File: config.mk
export PLATFORM = sky130hd
export DESIGN_NAME = vend_dispense_scheduler
export DESIGN_NICKNAME = d
export VERILOG_FILES = /design/src/rtl/vend_pkg.sv /design/src/rtl/vend_rr_arbiter.sv /design/src/rtl/vend_dispense_scheduler.sv
export SDC_FILE = /design/constraint.sdc
export NUM_CORES = 1
export LEC_CHECK = 0
export CAP_MARGIN = 10
export CELL_PAD_IN_SITES_DETAIL_PLACEMENT = 1
export CELL_PAD_IN_SITES_GLOBAL_PLACEMENT = 2
export CORE_MARGIN = 2
export CORE_UTILIZATION = 33
export CTS_CLUSTER_DIAMETER = 120
export DETAILED_ROUTE_END_ITERATION = 7
export GPL_ROUTABILITY_DRIVEN = 0
export PLACE_DENSITY = 0.85
export SLEW_MARGIN = 20
export SYNTH_ARGS = -nofsm -noshare
export SYNTH_HDL_FRONTEND = slang
export SYNTH_SLANG_ARGS = --single-unit
File: constraint.sdc
create_clock -name clk -period 3.9 [get_ports clk]
set_input_delay 0.78 -clock clk [delete_from_list [all_inputs] [get_ports clk]]
set_output_delay 0.78 -clock clk [all_outputs]
set_load 0.1 [all_outputs]
File: src/rtl/vend_pkg.sv
// Shared types and constants for the vending dispense scheduler.
package vend_pkg;

   typedef enum logic [2:0] {
      IDLE,
      CHECK,
      DISPENSE,
      WAIT_DONE,
      CHANGE
   } state_t;

   localparam logic [1:0] CH_ITEM1 = 2'b01;
   localparam logic [1:0] CH_ITEM2 = 2'b10;

   localparam logic [3:0] COIN5  = 4'b0101;
   localparam logic [3:0] COIN10 = 4'b1010;

   // Default prices line up with a single coin of each denomination.
   localparam logic [3:0] DEF_PRICE1 = COIN10;
   localparam logic [3:0] DEF_PRICE2 = COIN5;

   function automatic logic choice_ok(input logic [1:0] choice);
      return (choice == CH_ITEM1) || (choice == CH_ITEM2);
   endfunction

   function automatic logic [3:0] price_of(input logic [1:0] choice,
                                           input logic [3:0] p1,
                                           input logic [3:0] p2);
      logic [3:0] p;
      p = 4'd0;
      if (choice == CH_ITEM1) p = p1;
      else if (choice == CH_ITEM2) p = p2;
      return p;
   endfunction

endpackage

File: src/rtl/vend_rr_arbiter.sv
// Combinational round-robin pick: first valid panel at or after ptr, wrapping.
module vend_rr_arbiter #(
   parameter int unsigned N  = 2,
   parameter int unsigned GW = 1
) (
   input  logic [N-1:0]  valid,
   input  logic [GW-1:0] ptr,
   output logic [GW-1:0] winner,
   output logic          any_valid
);

   always_comb begin
      int unsigned idx;
      logic [N-1:0] sh;
      winner    = '0;
      any_valid = 1'b0;
      idx       = 0;
      sh        = '0;
      for (int unsigned i = 0; i < N; i++) begin
         idx = 32'(ptr) + i;
         if (idx >= N) idx = idx - N;
         sh = valid >> idx;
         if (!any_valid && sh[0]) begin
            any_valid = 1'b1;
            winner    = GW'(idx);
         end
      end
   end

endmodule

File: src/rtl/vend_dispense_scheduler.sv
// Shares one dispenser and change unit among NUM_PANELS panels, round-robin.
// Optional dispenser watchdog with refund: define VEND_DISP_TIMEOUT_EN.
module vend_dispense_scheduler
   import vend_pkg::*;
#(
   parameter int unsigned NUM_PANELS = 2,
   parameter logic [3:0]  PRICE1     = DEF_PRICE1,
   parameter logic [3:0]  PRICE2     = DEF_PRICE2,
   parameter int unsigned TIMEOUT    = 16,
   localparam int unsigned GW        = (NUM_PANELS > 1) ? $clog2(NUM_PANELS) : 1
) (
   input  logic                    clk,
   input  logic                    reset,
   input  logic [NUM_PANELS-1:0]   req_valid,
   input  logic [2*NUM_PANELS-1:0] req_choice,
   input  logic [4*NUM_PANELS-1:0] req_credit,
   output logic [NUM_PANELS-1:0]   req_ready,
   output logic [NUM_PANELS-1:0]   reject,
   output logic                    disp_start,
   output logic [1:0]              disp_item,
   input  logic                    disp_done,
   output logic [3:0]              change,
   output logic                    change_valid,
   output logic                    busy,
   output logic [GW-1:0]           grant_id,
   output logic                    fault
);

   state_t                state_q, state_d;
   logic [GW-1:0]         ptr_q, ptr_d, win_q, win_d, wrap_ptr, arb_win;
   logic                  arb_any;
   logic [1:0]            choice_q, choice_d, disp_item_d;
   logic [3:0]            credit_q, credit_d, chg_q, chg_d, change_d, price;
   logic [NUM_PANELS-1:0] req_ready_d, reject_d;
   logic                  disp_start_d, change_valid_d, busy_d;

   vend_rr_arbiter #(.N(NUM_PANELS), .GW(GW)) u_arb (
      .valid     (req_valid),
      .ptr       (ptr_q),
      .winner    (arb_win),
      .any_valid (arb_any)
   );

   assign price    = price_of(choice_q, PRICE1, PRICE2);
   assign wrap_ptr = (32'(win_q) == NUM_PANELS - 1) ? '0 : win_q + GW'(1);
   assign grant_id = win_q;

`ifdef VEND_DISP_TIMEOUT_EN
   localparam logic [15:0] TO_LAST = 16'(TIMEOUT - 1);
   logic [15:0] cnt_q, cnt_d;
   logic        fault_d;

   always_ff @(posedge clk or posedge reset) begin
      if (reset) begin
         cnt_q <= '0;
         fault <= 1'b0;
      end else begin
         cnt_q <= cnt_d;
         fault <= fault_d;
      end
   end
`else
   logic unused_timeout;
   assign unused_timeout = |32'(TIMEOUT);
   assign fault          = 1'b0;
`endif

   always_comb begin
      state_d        = state_q;
      ptr_d          = ptr_q;
      win_d          = win_q;
      choice_d       = choice_q;
      credit_d       = credit_q;
      chg_d          = chg_q;
      disp_item_d    = disp_item;
      req_ready_d    = '0;
      reject_d       = '0;
      disp_start_d   = 1'b0;
      change_d       = '0;
      change_valid_d = 1'b0;
`ifdef VEND_DISP_TIMEOUT_EN
      fault_d        = 1'b0;
      cnt_d          = (state_q == WAIT_DONE) ? cnt_q + 16'd1 : '0;
`endif
      case (state_q)
         IDLE: begin
            if (arb_any) begin
               win_d       = arb_win;
               choice_d    = 2'(req_choice >> (2 * 32'(arb_win)));
               credit_d    = 4'(req_credit >> (4 * 32'(arb_win)));
               req_ready_d = NUM_PANELS'(1) << arb_win;
               state_d     = CHECK;
            end
         end
         CHECK: begin
            if (!choice_ok(choice_q) || (credit_q < price)) begin
               reject_d = NUM_PANELS'(1) << win_q;
               ptr_d    = wrap_ptr;
               state_d  = IDLE;
            end else begin
               chg_d        = credit_q - price;
               disp_start_d = 1'b1;
               disp_item_d  = choice_q;
               state_d      = DISPENSE;
            end
         end
         DISPENSE: state_d = WAIT_DONE;
         WAIT_DONE: begin
            // Completion takes priority over a same-cycle timeout.
            if (disp_done) begin
               ptr_d = wrap_ptr;
               if (chg_q != 4'd0) begin
                  change_d       = chg_q;
                  change_valid_d = 1'b1;
                  state_d        = CHANGE;
               end else begin
                  state_d = IDLE;
               end
            end
`ifdef VEND_DISP_TIMEOUT_EN
            else if (cnt_q == TO_LAST) begin
               fault_d = 1'b1;
               chg_d   = credit_q;
               ptr_d   = wrap_ptr;
               if (credit_q != 4'd0) begin
                  change_d       = credit_q;
                  change_valid_d = 1'b1;
                  state_d        = CHANGE;
               end else begin
                  state_d = IDLE;
               end
            end
`endif
         end
         CHANGE:  state_d = IDLE;
         default: state_d = IDLE;
      endcase
      if (state_d == IDLE) disp_item_d = '0;
      busy_d = (state_d != IDLE);
   end

   always_ff @(posedge clk or posedge reset) begin
      if (reset) begin
         state_q      <= IDLE;
         ptr_q        <= '0;
         win_q        <= '0;
         choice_q     <= '0;
         credit_q     <= '0;
         chg_q        <= '0;
         req_ready    <= '0;
         reject       <= '0;
         disp_start   <= 1'b0;
         disp_item    <= '0;
         change       <= '0;
         change_valid <= 1'b0;
         busy         <= 1'b0;
      end else begin
         state_q      <= state_d;
         ptr_q        <= ptr_d;
         win_q        <= win_d;
         choice_q     <= choice_d;
         credit_q     <= credit_d;
         chg_q        <= chg_d;
         req_ready    <= req_ready_d;
         reject       <= reject_d;
         disp_start   <= disp_start_d;
         disp_item    <= disp_item_d;
         change       <= change_d;
         change_valid <= change_valid_d;
         busy         <= busy_d;
      end
   end

endmodule

After elaboration in Yosys (flattened, before gate mapping)
Index checks and enable logic that the tools add are counted.
{"block": "op_classes", "add_sub_neg": 5, "order_cmp": 3, "n_eq_ne": 8, "n_shift": 6, "n_mux": 32, "bitwise_logic": 1, "reduce_logical": 15}
{"operator": "2-to-1 mux 32 bit", "n": 2}
{"operator": "right shift 2 x 32 -> 1 bit", "n": 2}
{"operator": ">= comparator 32 x 2 -> 1 bit, second input constant", "n": 1}
{"operator": "subtractor 32 x 2 -> 32 bit, second input constant", "n": 1}
{"operator": "2-to-1 mux 2 bit", "n": 8}
{"operator": "2-to-1 mux 4 bit", "n": 4}
{"operator": "2-to-1 mux 1 bit", "n": 12}
{"operator": "2-to-1 mux 3 bit", "n": 4}
{"operator": "case mux 3 bit (4 select lines)", "n": 1}
{"operator": "right shift 8 x 3 -> 4 bit", "n": 1}
{"operator": "equality test 3 x 2 -> 1 bit, second input constant", "n": 2}
{"operator": "logical NOT 3 bit", "n": 2}
{"operator": "AND reduction 2 bit", "n": 3}
{"operator": "< comparator 4 bit", "n": 1}
{"operator": "inequality test 2 bit, second input constant", "n": 2}
{"operator": "nonzero test 2 bit", "n": 2}
{"operator": "nonzero test 4 bit", "n": 1}
{"operator": "<< shifter 1 x 1 -> 2 bit, first input constant", "n": 2}
{"operator": "right shift 4 x 2 -> 2 bit", "n": 1}
{"operator": "subtractor 4 bit", "n": 1}
{"operator": "equality test 3 x 1 -> 1 bit, second input constant", "n": 1}
{"operator": "AND reduction 3 bit", "n": 1}
{"operator": "nonzero test 3 bit", "n": 1}
{"operator": "subtractor 1 x 2 -> 3 bit, second input constant", "n": 1}
{"operator": "other kinds (11)", "n": 13}
{"block": "totals", "ff_bits": 28}

Logic depth before layout (Yosys ltp)
Gate-level depths: netlist of run 1.
{"block": "depth", "word_depth": 12, "ltp_mapped": 8, "mapped_depth_nobuf": 8}

Hierarchy
From an unflattened synthesis of run 1, not the netlist that was laid out.
{"block": "unflattened", "cells_unflattened": 111, "area_unflattened_um2": 1297.5}
{"mod": "vend_dispense_scheduler", "instances": 1, "cells_per_inst": 108, "area_each_um2": 1280.0, "seq_area_each_um2": 700.7}
{"mod": "vend_rr_arbiter", "instances": 1, "cells_per_inst": 3, "area_each_um2": 17.5, "seq_area_each_um2": 0.0}

Least setup slack after synthesis of run 1
OpenSTA, ideal clock, no wires.
{"block": "synth_timing", "path_kind": "reg-to-reg", "startpoint": "register choice_q[0]", "endpoint": "register chg_q[2]", "setup_ns": 0.125, "arrival_time_ns": 2.088, "setup_slack_ns": 1.687, "path_stages_with_launch": 8, "n_path_buf": 0, "cell_sequence": "dfrtp_1 inv_1 ha_1 ha_1 fa_1 nand2b_1 a211oi_4 mux2_4"}
{"block": "synth_via", "elab_chain_cells": 7, "word_cells_on_any_way": 11, "cone_classes": "add/sub (1); order compare (1); eq/ne (2); mux (2); bitwise (1); reduce/logical (4)"}
{"item": "start: declaration", "line_no": "vend_dispense_scheduler.sv:32", "source": "logic [1:0] choice_q, choice_d, disp_item_d;"}
{"item": "start signal: assignment", "line_no": "vend_dispense_scheduler.sv:161", "source": "choice_q <= choice_d;"}
{"item": "equality test 2 bit", "line_no": "vend_pkg.sv:23, vend_pkg.sv:32"}
{"item": "2-to-1 mux 3 bit", "line_no": "vend_pkg.sv:32", "source": "else if (choice == CH_ITEM2) p = p2;"}
{"item": "2-to-1 mux 4 bit", "line_no": "vend_pkg.sv:31", "source": "if (choice == CH_ITEM1) p = p1;"}
{"item": "< comparator 4 bit", "line_no": "vend_dispense_scheduler.sv:96", "source": "if (!choice_ok(choice_q) || (credit_q < price)) begin"}
{"item": "logical OR 1 bit", "line_no": "vend_dispense_scheduler.sv:96"}
{"item": "inverter 1 bit (no source line)"}
{"item": "AND reduction 2 bit (no source line)"}
{"item": "end signal: assignment", "line_no": "vend_dispense_scheduler.sv:163", "source": "chg_q <= chg_d;"}
{"item": "end: declaration", "line_no": "vend_dispense_scheduler.sv:33", "source": "logic [3:0] credit_q, credit_d, chg_q, chg_d, change_d, price;"}
Parallel ways exist; a longest one is shown, timed or not.
A chain may end at the register's enable or synchronous reset.

Worst setup path in the final report of run 1
{"block": "layout_timing", "startpoint": "register win_q, in the netlist grant_id", "endpoint": "output port grant_id"}
{"item": "start: declaration", "line_no": "vend_dispense_scheduler.sv:30", "source": "logic [GW-1:0] ptr_q, ptr_d, win_q, win_d, wrap_ptr, arb_win;"}
{"item": "start signal: assignment", "line_no": "vend_dispense_scheduler.sv:160", "source": "win_q <= win_d;"}
{"item": "end: declaration", "line_no": "vend_dispense_scheduler.sv:25", "source": "output logic [GW-1:0] grant_id,"}
No word-level cell between the ends.

==> results of run 1 <==
==> kinds of logic after synthesis <==
| group | after synthesis | synth area share [%] |
|---|---|---|
| DFF | 28 | 55.01 |
| and+or+nand+nor | 27 | 11.59 |
| AOI/OAI and AO/OA | 23 | 15.91 |
| buffers and inverters | 14 | 4.420 |
| adders and majority gates | 7 | 7.466 |
| muxes | 4 | 3.929 |
| xor gates and xnor gates | 2 | 1.375 |
| other | 1 | 0.2944 |
==> synthesized netlist by cell type, types with 2 or more instances <==
master                      n
sky130_fd_sc_hd__dfrtp_1   28
sky130_fd_sc_hd__inv_1     12
sky130_fd_sc_hd__a221o_1    6
sky130_fd_sc_hd__ha_1       6
sky130_fd_sc_hd__nor2_1     6
sky130_fd_sc_hd__and2_1     5
sky130_fd_sc_hd__a21oi_1    4
sky130_fd_sc_hd__nand2_1    4
sky130_fd_sc_hd__nor3_1     4
sky130_fd_sc_hd__o21bai_1   3
sky130_fd_sc_hd__a22o_2     2
sky130_fd_sc_hd__mux2_4     2
sky130_fd_sc_hd__mux2i_1    2
sky130_fd_sc_hd__nor2b_1    2
sky130_fd_sc_hd__o41a_1     2
==> path summary, 6_finish.rpt <==
path | slack, ns | cells after the start | to
worst max-delay path | 1.30 | 1 | grant_id
worst min-delay path | 0.51 | 1 | reject[0]
worst max register to register | 1.46 | 7 | chg_q[2]
worst min register to register | 0.51 | 1 | reject[0]
max in group asynchronous | 2.64 | 2 | credit_q[2]
min in group asynchronous | 0.88 | 2 | state_q[1]
==> worst reg2reg max path, stage by stage, from the launching register on <==
cell                       delay, ns
sky130_fd_sc_hd__dfrtp_1        0.39
sky130_fd_sc_hd__inv_1          0.08
sky130_fd_sc_hd__ha_1           0.22
sky130_fd_sc_hd__ha_1           0.22
sky130_fd_sc_hd__fa_1           0.41
sky130_fd_sc_hd__nand2b_1       0.21
sky130_fd_sc_hd__a211oi_4       0.46
sky130_fd_sc_hd__mux2_4         0.34
==> layout make-up <==
| cell class | instances | area share [%] |
|---|---|---|
| repair buffers | 30 | 17.90 |
| inverters | 12 | 2.685 |
| clock buffers | 4 | 3.281 |
| well taps | 48 | 3.579 |
| flip-flops and latches | 28 | 41.76 |
| multi-input cells | 64 | 30.80 |
==> state kept, by name (all words and copies together), names as in the netlist <==
register / cells
busy: 1
change: 4
change_valid: 1
chg_q: 4
choice_q: 2
credit_q: 4
disp_item: 2
disp_start: 1
grant_id: 1
ptr_q: 1
reject: 2
req_ready: 2
state_q: 3
==> layer usage <==
layer,GRT usage (%),up-vias
li1,-,428
met4,3.571,0
met2,24.50,29
met5,0,-
met1,14.78,423
met3,2.896,2
==> through the flow <==
| step | util [%] | cells | hold WS (ns) | worst slack [ns] | area, sq um |
|---|---|---|---|---|---|
| floorplan | - | 106 | 0.4553 | 1.687 | 1274 |
| global placement | 44.00 | 182 | 0.4667 | 1.603 | 1623 |
| detailed placement | 44.00 | 182 | 0.4903 | 1.478 | 1623 |
| CTS | 45.49 | 186 | 0.5137 | 1.292 | 1678 |
| global route | 45.49 | 186 | 0.5259 | 1.266 | 1678 |
| finish | 45.49 | 186 | 0.5087 | 1.300 | 1678 |
==> insert_results.sql, run 1 <==
INSERT INTO impl_metrics (metric_group, metric, value, unit) VALUES
('synth', 'synth_cell_types', '33', ''),
('global_route', 'overflow', '0', ''),
('cts', 'cts-htree-levels', '1', ''),
('global_route', 'grt_util_all_layers', '13.10', '%'),
('sta', 'timing_hold_violations_final', '0', ''),
('detailed_routing', 'drtPass1Iterations', '4', ''),
('floorplanning', 'top_level_ports', '32', ''),
('detailed_routing', 'routedWlPerCell', '13.43', 'um'),
('cts', 'cts.sinks', '28', ''),
('cts', 'cts_tree', 'yes', ''),
('final_layout', 'flow.area_growth_from_synthesis', '31.73', '%'),
('critical_path', 'slowest_stage', 'sky130_fd_sc_hd__clkdlybuf4s50_1', ''),
('synth', 'ys_seq_elements', '28', ''),
('synth', 'synth_area_per_cell', '12.02', 'sq um'),
('cts', 'number_of_hold_buffers_added_after_cts', '0', ''),
('critical_path', 'slowest_delay', '1.15', 'ns'),
('final_layout', 'mostFrequentLayoutCell', 'sky130_fd_sc_hd__clkdlybuf4s50_1', ''),
('sta', 'layout_worst_path_cycle_share', '66.68', '%'),
('cts', 'worst_case_clock_buffer_depth', '2', ''),
('sta', 'slew-limit-headroom', '34.49', '%'),
('synth', 'yosysWarnings', '0', ''),
('detailed_routing', 'dr_wl_met2', '1278', 'um'),
('synth', 'synth_edf_count', '0', ''),
('sta', 'timing.fmax', '384.6', 'MHz'),
('floorplanning', 'design.core.area', '3689', 'sq um'),
('detailed_routing', 'vias_per_cell', '4.742', ''),
('synth', 'syn_inst', '106', ''),
('floorplanning', 'fp-row-count', '22', ''),
('sta', 'report.final.setup_viol', '0', ''),
('global_route', 'grt_antenna_before_repair', '0', ''),
('critical_path', 'cp_data_required_time', '3.12', 'ns'),
('critical_path', 'crit_start', 'grant_id', ''),
('synth', 'netlist_area', '1274', 'sq um'),
('critical_path', 'kind_of_cell_adding_the_most_delay_to_the_critical_path', 'buffers and inverters', ''),
('final_layout', 'finalNetCount', '163', ''),
('sta', 'finalMaxSlewViolations', '0', ''),
('synth', 'synth.largest_area_cell', 'sky130_fd_sc_hd__dfrtp_1', ''),
('detailed_routing', 'drt_iter0_drc', '26', ''),
('critical_path', 'worstSetupPathType', 'register to primary output', ''),
('final_layout', 'antennaDiodeCount', '0', ''),
('sta', 'timing.clock.skew', '0.004051', 'ns'),
('flow_run', 'max-cap-violations', '0', ''),
('worst_hold_path', 'worstHoldStart', 'grant_id', ''),
('sta', 'setup_tns', '0', 'ns'),
('final_layout', 'multi_input_comb_area', '516.7', 'sq um'),
('synth', 'post_synth_main_area_contributors', 'sky130_fd_sc_hd__dfrtp_1 (55%), sky130_fd_sc_hd__ha_1 (5.9%), sky130_fd_sc_hd__a221o_1 (4.7%)', ''),
('sta', 'setup_repair_after_global_routing_missed_its_margin', 'no', ''),
('cts', 'clk-insertion-delay-late', '0.27', 'ns'),
('floorplanning', 'horiz_die_dim', '66.13', 'um'),
('synth', 'ys_seq_area_share', '55.01', '%'),
('critical_path', 'endpoint_kind_of_the_worst_setup_timing_path', 'primary output', ''),
('cts', 'cts.repair.resized', '0', ''),
('cts', 'cts.clk_slew.worst_paths', '0.09', 'ns'),
('critical_path', 'cp_num_buf_inv', '1', ''),
('detailed_routing', 'num_vias', '882', ''),
('global_route', 'number_of_global_route_vias_before_repair', '980', ''),
('synth', 'synth_fp_nets', '130', ''),
('detailed_routing', 'met3_wirelength', '124', 'um'),
('critical_path', 'critical_path.max_fanout', '4', ''),
('worst_hold_path', 'hold_class', 'register to register', ''),
('detailed_routing', 'route.layer.met1.wl', '1076', 'um'),
('detailed_routing', 'antenna_violating_nets_post_route', '0', ''),
('detailed_routing', 'detail_route.wirelength', '2498', 'um'),
('status', 'outcome', 'complete, no violations', ''),
('place', 'buffer_ports.inserted', '30', ''),
('critical_path', 'timing.rr.start', 'choice_q[0]', ''),
('cts', 'cts_setup_buffers', '0', ''),
('final_layout', 'ff_latch_area', '700.7', 'sq um'),
('critical_path', 'critPathArrivalTime', '1.82', 'ns'),
('floorplanning', 'die_h', '66.13', 'um'),
('synth', 'postSynth.asyncResetShare', '100.0', '%');
Power of run 1 is left out: the tool's default activity adds up to more than one toggle a clock period on the data nets, which glitch-free logic cannot reach.
==> inputs of run 2 (changes only) <==
CORE_UTILIZATION = 31   (was 33)
PLACE_DENSITY = 0.81   (was 0.85)
clock period = 2.4 ns   (was 3.9 ns; I/O delays follow)
==> run 2 against run 1 <==
Effect of this change:
- die area grew 6.1%
- first-iteration DRC count is 23% lower
- setup slack lost 1.1 ns
- clock-buffer cell count fell by 1
- non-clock buffer count up 3
- final area is 1.4% lower
- critical path type is now register to register
- flip-flop and latch count unchanged
- clock skew down 0.0026 ns
- critical path depth increased by 7
- routed wire length is 4.7% higher
==> insert_results.sql, run 2 (synthesis gave the netlist of run 1 again) <==
INSERT INTO impl_metrics (metric_group, metric, value, unit) VALUES
('final_layout', 'finalNetCount', '166', ''),
('floorplanning', 'die-area', '4638', 'sq um'),
('final_layout', 'flow.area_growth_from_synthesis', '29.86', '%'),
('critical_path', 'cp_num_buf_inv', '2', ''),
('floorplanning', 'fp-row-count', '23', ''),
('place', 'buffer_ports.inserted', '30', ''),
('sta', 'setup_repair_after_global_routing_missed_its_margin', 'no', ''),
('cts', 'cts.repair.resized', '0', ''),
('detailed_routing', 'detail_route.wirelength', '2616', 'um'),
('critical_path', 'critPathArrivalTime', '2.43', 'ns'),
('global_route', 'grt_max_degree', '29', ''),
('sta', 'setup_tns', '0', 'ns'),
('detailed_routing', 'num_vias', '904', ''),
('final_layout', 'antennaDiodeCount', '0', ''),
('worst_hold_path', 'worstHoldStart', 'grant_id', ''),
('critical_path', 'slowest_delay', '0.41', 'ns'),
('place', 'post-dp-hpwl', '2029', 'um'),
('sta', 'timing_hold_violations_final', '0', ''),
('cts', 'worst_case_clock_buffer_depth', '2', ''),
('global_route', 'grt_antenna_before_repair', '0', ''),
('critical_path', 'endpoint_kind_of_the_worst_setup_timing_path', 'register', ''),
('critical_path', 'slowest_stage', 'sky130_fd_sc_hd__fa_1', ''),
('worst_hold_path', 'hold_class', 'register to register', ''),
('final_layout', 'layout-drive-gt1-share', '20.71', '%'),
('critical_path', 'cpMostUsedCell', 'sky130_fd_sc_hd__ha_1', ''),
('flow_run', 'max-cap-violations', '0', ''),
('final_layout', 'layout_top_registers', 'change x4, chg_q x4, credit_q x4', ''),
('cts', 'root_buffer', 'sky130_fd_sc_hd__clkbuf_8', ''),
('worst_hold_path', 'worstHoldEndpoint', 'reject[0]', ''),
('final_layout', 'mostFrequentLayoutCell', 'sky130_fd_sc_hd__dfrtp_1', ''),
('floorplanning', 'design.core.area', '3971', 'sq um'),
('cts', 'cts-buffers-inserted', '3', ''),
('critical_path', 'critical_path.max_fanout', '7', ''),
('detailed_routing', 'post-route-drc-count', '0', ''),
('global_route', 'grt_util_all_layers', '11.89', '%'),
('floorplanning', 'initial_core_util', '32.07', '%'),
('sta', 'finalMaxSlewViolations', '0', ''),
('detailed_routing', 'antenna_violating_nets_post_route', '0', ''),
('detailed_routing', 'drtPass1Iterations', '4', ''),
('global_route', 'number_of_global_route_vias_before_repair', '923', ''),
('critical_path', 'slack_of_the_worst_reg_to_reg_path', '0.17', 'ns'),
('sta', 'report.final.setup_viol', '0', ''),
('critical_path', 'worstSetupPathType', 'register to register', ''),
('worst_hold_path', 'timing.hold.worst_path_depth', '1', ''),
('cts', 'cts_tree', 'yes', ''),
('final_layout', 'layout.cells.most_common_list', 'sky130_fd_sc_hd__dfrtp_1 (28), sky130_fd_sc_hd__buf_4 (17), sky130_fd_sc_hd__clkdlybuf4s50_1 (16)', ''),
('sta', 'fin_crit', '2.233', 'ns'),
('critical_path', 'kind_of_cell_adding_the_most_delay_to_the_critical_path', 'adder cells', ''),
('floorplanning', 'die_h', '68.10', 'um'),
('cts', 'clk-insertion-delay-late', '0.26', 'ns'),
('floorplanning', 'horiz_die_dim', '68.10', 'um'),
('detailed_routing', 'vias_per_cell', '4.758', ''),
('status', 'outcome', 'complete, no violations', ''),
('sta', 'timing.fmax', '447.7', 'MHz'),
('global_route', 'overflow', '0', ''),
('cts', 'cts.sinks', '28', ''),
('cts', 'cts.clk_slew.worst_paths', '0.09', 'ns'),
('sta', 'layout_worst_path_cycle_share', '93.06', '%'),
('floorplanning', 'top_level_ports', '32', ''),
('critical_path', 'crit_start', 'choice_q[0]', ''),
('critical_path', 'path_cells', 'inv_1 > ha_1 > ha_1 > fa_1 > nand2b_1 > a211oi_4 > buf_4 > mux2i_1', ''),
('critical_path', 'cp_data_required_time', '2.59', 'ns'),
('detailed_routing', 'drt_iter0_drc', '20', ''),
('critical_path', 'worst_case_reg_to_reg_path_depth', '8', ''),
('critical_path', 'timing.rr.start', 'choice_q[0]', ''),
('cts', 'cts-htree-levels', '1', ''),
('sta', 'timing.clock.skew', '0.001428', 'ns'),
('cts', 'number_of_hold_buffers_added_after_cts', '0', ''),
('global_route', 'grt_pass1_wl', '4146', 'um'),
('critical_path', 'worst_setup_path_start_kind', 'register', ''),
('cts', 'cts_setup_buffers', '0', ''),
('critical_path', 'r2r-end', 'chg_q[0]', ''),
('detailed_routing', 'routedWlPerCell', '13.77', 'um');
-- run 2: changes by cell type in the layout (fill, tap and decap cells not counted) --
cell and delta:
sky130_fd_sc_hd__inv_2 -1, sky130_fd_sc_hd__buf_4 +17, sky130_fd_sc_hd__inv_1 +1, sky130_fd_sc_hd__clkbuf_8 -1, sky130_fd_sc_hd__clkdlybuf4s50_1 -14
-- run 2: per-stage QoR --
stage	instance area, sq um	util (%)	cells	setup WS (ns)	hold slack, ns
after floorplan	1274	-	106	0.1868	0.4553
after global placement	1613	40.61	187	0.2473	0.4931
after detailed placement	1613	40.61	187	0.1818	0.5055
after CTS	1654	41.65	190	0.1537	0.5161
after global routing	1654	41.65	190	0.03345	0.5405
final	1654	41.65	190	0.1665	0.5083
-- run 2: worst register-to-register path, delay by kind of cell (launching register included) --
kind / cells / cell delay, ns
flip-flops: 1 / 0.38
buffers and inverters: 2 / 0.27
AND/OR/NAND/NOR: 1 / 0.22
AO/OA/AOI/OAI: 1 / 0.29
multiplexers: 1 / 0.18
adder cells (fa/ha/maj): 3 / 0.83
-- run 2: layout make-up --
type	instances	area, sq um
Clock buffer	3	41.29
Fill cell	446	2317
Inverter	12	45.04
Multi-Input combinational cell	64	516.7
Sequential cell	28	700.7
Tap cell	50	62.56
Timing Repair Buffer	33	287.8
-- run 2: worst max-delay path by stage --
stage | end | slack (ns) | cells after the start
finish | chg_q[0] | 0.17 | 8
global route | chg_q[1] | 0.03 | 9
CTS | chg_q[1] | 0.15 | 9
detailed placement | chg_q[0] | 0.18 | 8
global placement | chg_q[0] | 0.25 | 8
floorplan | chg_q[2] | 0.19 | 7
-- run 2: metal layers --
layer	part of all wire, %	wire, um	vias to the layer above	GRT usage (%)
met2	53	1388	19	22.21
li1	-	-	437	-
met1	42	1105	446	13.69
met3	3.4	89	2	0.9868
met4	1.3	33	0	5.250
met5	0	0	-	0
Power of run 2 is left out for the same reason.
==> inputs of run 3 (changes only) <==
MAX_ROUTING_LAYER = met4   (was default)
==> run 3 against run 2 <==
Effect of this change:
- maximum frequency is 0.43% higher
- hold slack better by 0.0012 ns
- flip-flop and latch count stayed put
- critical path type unchanged
- highest routed layer unchanged
==> insert_results.sql, run 3 (synthesis gave the netlist of run 1 again) <==
INSERT INTO impl_metrics (metric_group, metric, value, unit) VALUES
('final_layout', 'flow.area_growth_from_synthesis', '29.86', '%'),
('global_route', 'grt_util_all_layers', '12.23', '%'),
('sta', 'timing.fmax', '449.7', 'MHz'),
('critical_path', 'critical_path.max_fanout', '7', ''),
('detailed_routing', 'met3_wirelength', '96', 'um'),
('detailed_routing', 'num_vias', '915', ''),
('floorplanning', 'horiz_die_dim', '68.10', 'um'),
('global_route', 'grt_pass1_wl', '4146', 'um'),
('detailed_routing', 'top_layer', 'met4', ''),
('critical_path', 'slowest_delay', '0.41', 'ns'),
('final_layout', 'layout.cells.most_common_list', 'sky130_fd_sc_hd__dfrtp_1 (28), sky130_fd_sc_hd__buf_4 (17), sky130_fd_sc_hd__clkdlybuf4s50_1 (16)', ''),
('cts', 'cts.repair.resized', '0', ''),
('worst_hold_path', 'timing.hold.worst_path_depth', '1', ''),
('critical_path', 'slack_of_the_worst_reg_to_reg_path', '0.18', 'ns'),
('critical_path', 'endpoint_kind_of_the_worst_setup_timing_path', 'register', ''),
('floorplanning', 'die-area', '4638', 'sq um'),
('sta', 'finalMaxSlewViolations', '0', ''),
('status', 'outcome', 'complete, no violations', ''),
('sta', 'report.final.setup_viol', '0', ''),
('detailed_routing', 'routedWlPerCell', '13.81', 'um'),
('final_layout', 'finish.utilization', '41.65', '%'),
('cts', 'worst_case_clock_buffer_depth', '2', ''),
('detailed_routing', 'detail_route.wirelength', '2623', 'um'),
('critical_path', 'r2r-end', 'chg_q[0]', ''),
('critical_path', 'worstSetupPathType', 'register to register', ''),
('sta', 'timing.hold.ws', '0.5094', 'ns'),
('sta', 'layout_worst_path_cycle_share', '92.66', '%'),
('final_layout', 'mostFrequentLayoutCell', 'sky130_fd_sc_hd__dfrtp_1', ''),
('floorplanning', 'top_level_ports', '32', ''),
('final_layout', 'multi_input_comb_area', '516.7', 'sq um'),
('critical_path', 'cpMostUsedCell', 'sky130_fd_sc_hd__ha_1', ''),
('final_layout', 'final_design_area_no_fill', '1654', 'sq um'),
('worst_hold_path', 'worstHoldStart', 'grant_id', ''),
('critical_path', 'critPathArrivalTime', '2.43', 'ns'),
('cts', 'cts-buffers-inserted', '3', ''),
('worst_hold_path', 'hold_class', 'register to register', ''),
('worst_hold_path', 'worstHoldEndpoint', 'reject[0]', ''),
('cts', 'cts.clk_slew.worst_paths', '0.09', 'ns'),
('detailed_routing', 'drt_iter0_drc', '20', ''),
('final_layout', 'fillerInstances', '446', ''),
('sta', 'setup_tns', '0', 'ns'),
('critical_path', 'worst_setup_path_start_kind', 'register', ''),
('floorplanning', 'fp-row-count', '23', ''),
('place', 'buffer_ports.inserted', '30', ''),
('floorplanning', 'die_h', '68.10', 'um'),
('cts', 'cts.sinks', '28', ''),
('critical_path', 'timing.rr.start', 'choice_q[0]', ''),
('global_route', 'grt_max_degree', '29', ''),
('sta', 'timing_hold_violations_final', '0', ''),
('sta', 'setup_repair_after_global_routing_missed_its_margin', 'no', ''),
('cts', 'cts_tree', 'yes', ''),
('critical_path', 'slowest_stage', 'sky130_fd_sc_hd__fa_1', ''),
('detailed_routing', 'route.layer.met1.wl', '1083', 'um'),
('place', 'dp_area', '1613', 'sq um'),
('final_layout', 'finalNetCount', '166', ''),
('flow_run', 'max-cap-violations', '0', ''),
('final_layout', 'layout-drive-gt1-share', '20.71', '%'),
('floorplanning', 'initial_core_util', '32.07', '%'),
('detailed_routing', 'dr_wl_met2', '1388', 'um'),
('critical_path', 'path_depth', '8', ''),
('detailed_routing', 'antenna_violating_nets_post_route', '0', ''),
('detailed_routing', 'drtPass1Iterations', '2', ''),
('sta', 'timing.clock.skew', '0.002060', 'ns'),
('detailed_routing', 'vias_per_cell', '4.816', ''),
('cts', 'root_buffer', 'sky130_fd_sc_hd__clkbuf_8', ''),
('global_route', 'number_of_global_route_vias_before_repair', '924', ''),
('final_layout', 'layout_top_registers', 'change x4, chg_q x4, credit_q x4', ''),
('critical_path', 'cp_num_buf_inv', '2', ''),
('critical_path', 'kind_of_cell_adding_the_most_delay_to_the_critical_path', 'adder cells', ''),
('detailed_routing', 'post-route-drc-count', '0', ''),
('final_layout', 'antennaDiodeCount', '0', ''),
('sta', 'fin_crit', '2.224', 'ns'),
('cts', 'cts_setup_buffers', '0', ''),
('critical_path', 'cp_data_required_time', '2.60', 'ns'),
('critical_path', 'worst_case_reg_to_reg_path_depth', '8', ''),
('place', 'post-dp-hpwl', '2029', 'um'),
('global_route', 'grt_antenna_before_repair', '0', ''),
('floorplanning', 'design.core.area', '3971', 'sq um'),
('final_layout', 'ff_latch_area', '700.7', 'sq um'),
('critical_path', 'path_cells', 'inv_1 > ha_1 > ha_1 > fa_1 > nand2b_1 > a211oi_4 > buf_4 > mux2i_1', ''),
('cts', 'number_of_hold_buffers_added_after_cts', '0', ''),
('cts', 'clk-insertion-delay-late', '0.27', 'ns'),
('global_route', 'overflow', '0', ''),
('cts', 'cts-htree-levels', '1', '');
==> run 3: cell counts in the layout (fill, tap and decap cells not counted) <==
Identical to the previous run, type by type.
==> run 3: cell type report <==
class	instances	share of cell area, %
timing repair buffer	33	17.40
inverter	12	2.723
clock buffer	3	2.496
multi-input combinational	64	31.24
tap	50	3.782
sequential	28	42.36
==> run 3: worst reg2reg max path, cell delays in order (launching register included) <==
cell	delay, ns
sky130_fd_sc_hd__dfrtp_1	0.37
sky130_fd_sc_hd__inv_1	0.07
sky130_fd_sc_hd__ha_1	0.21
sky130_fd_sc_hd__ha_1	0.21
sky130_fd_sc_hd__fa_1	0.41
sky130_fd_sc_hd__nand2b_1	0.22
sky130_fd_sc_hd__a211oi_4	0.29
sky130_fd_sc_hd__buf_4	0.20
sky130_fd_sc_hd__mux2i_1	0.17
==> run 3: metal layers <==
| metal | up-vias | track usage (%) |
|---|---|---|
| met5 | - | - |
| met4 | 0 | 5.250 |
| met3 | 4 | 0.9868 |
| met2 | 21 | 22.21 |
| met1 | 455 | 13.69 |
| li1 | 435 | - |
==> run 3: worst max path at each step <==
stage,from,endpoint
floorplan,choice_q[0],chg_q[2]
global placement,choice_q[0],chg_q[0]
detailed placement,choice_q[0],chg_q[0]
CTS,choice_q[0],chg_q[1]
global route,choice_q[0],chg_q[1]
finish,choice_q[0],chg_q[0]
==> run 3: through the flow <==
stage / setup slack (ns) / instances
after CTS: 0.1537 / 190
after floorplan: 0.1868 / 106
after detailed placement: 0.1818 / 187
after global placement: 0.2473 / 187
final: 0.1761 / 190
after global routing: 0.03345 / 190
Power of run 3 is left out for the same reason.
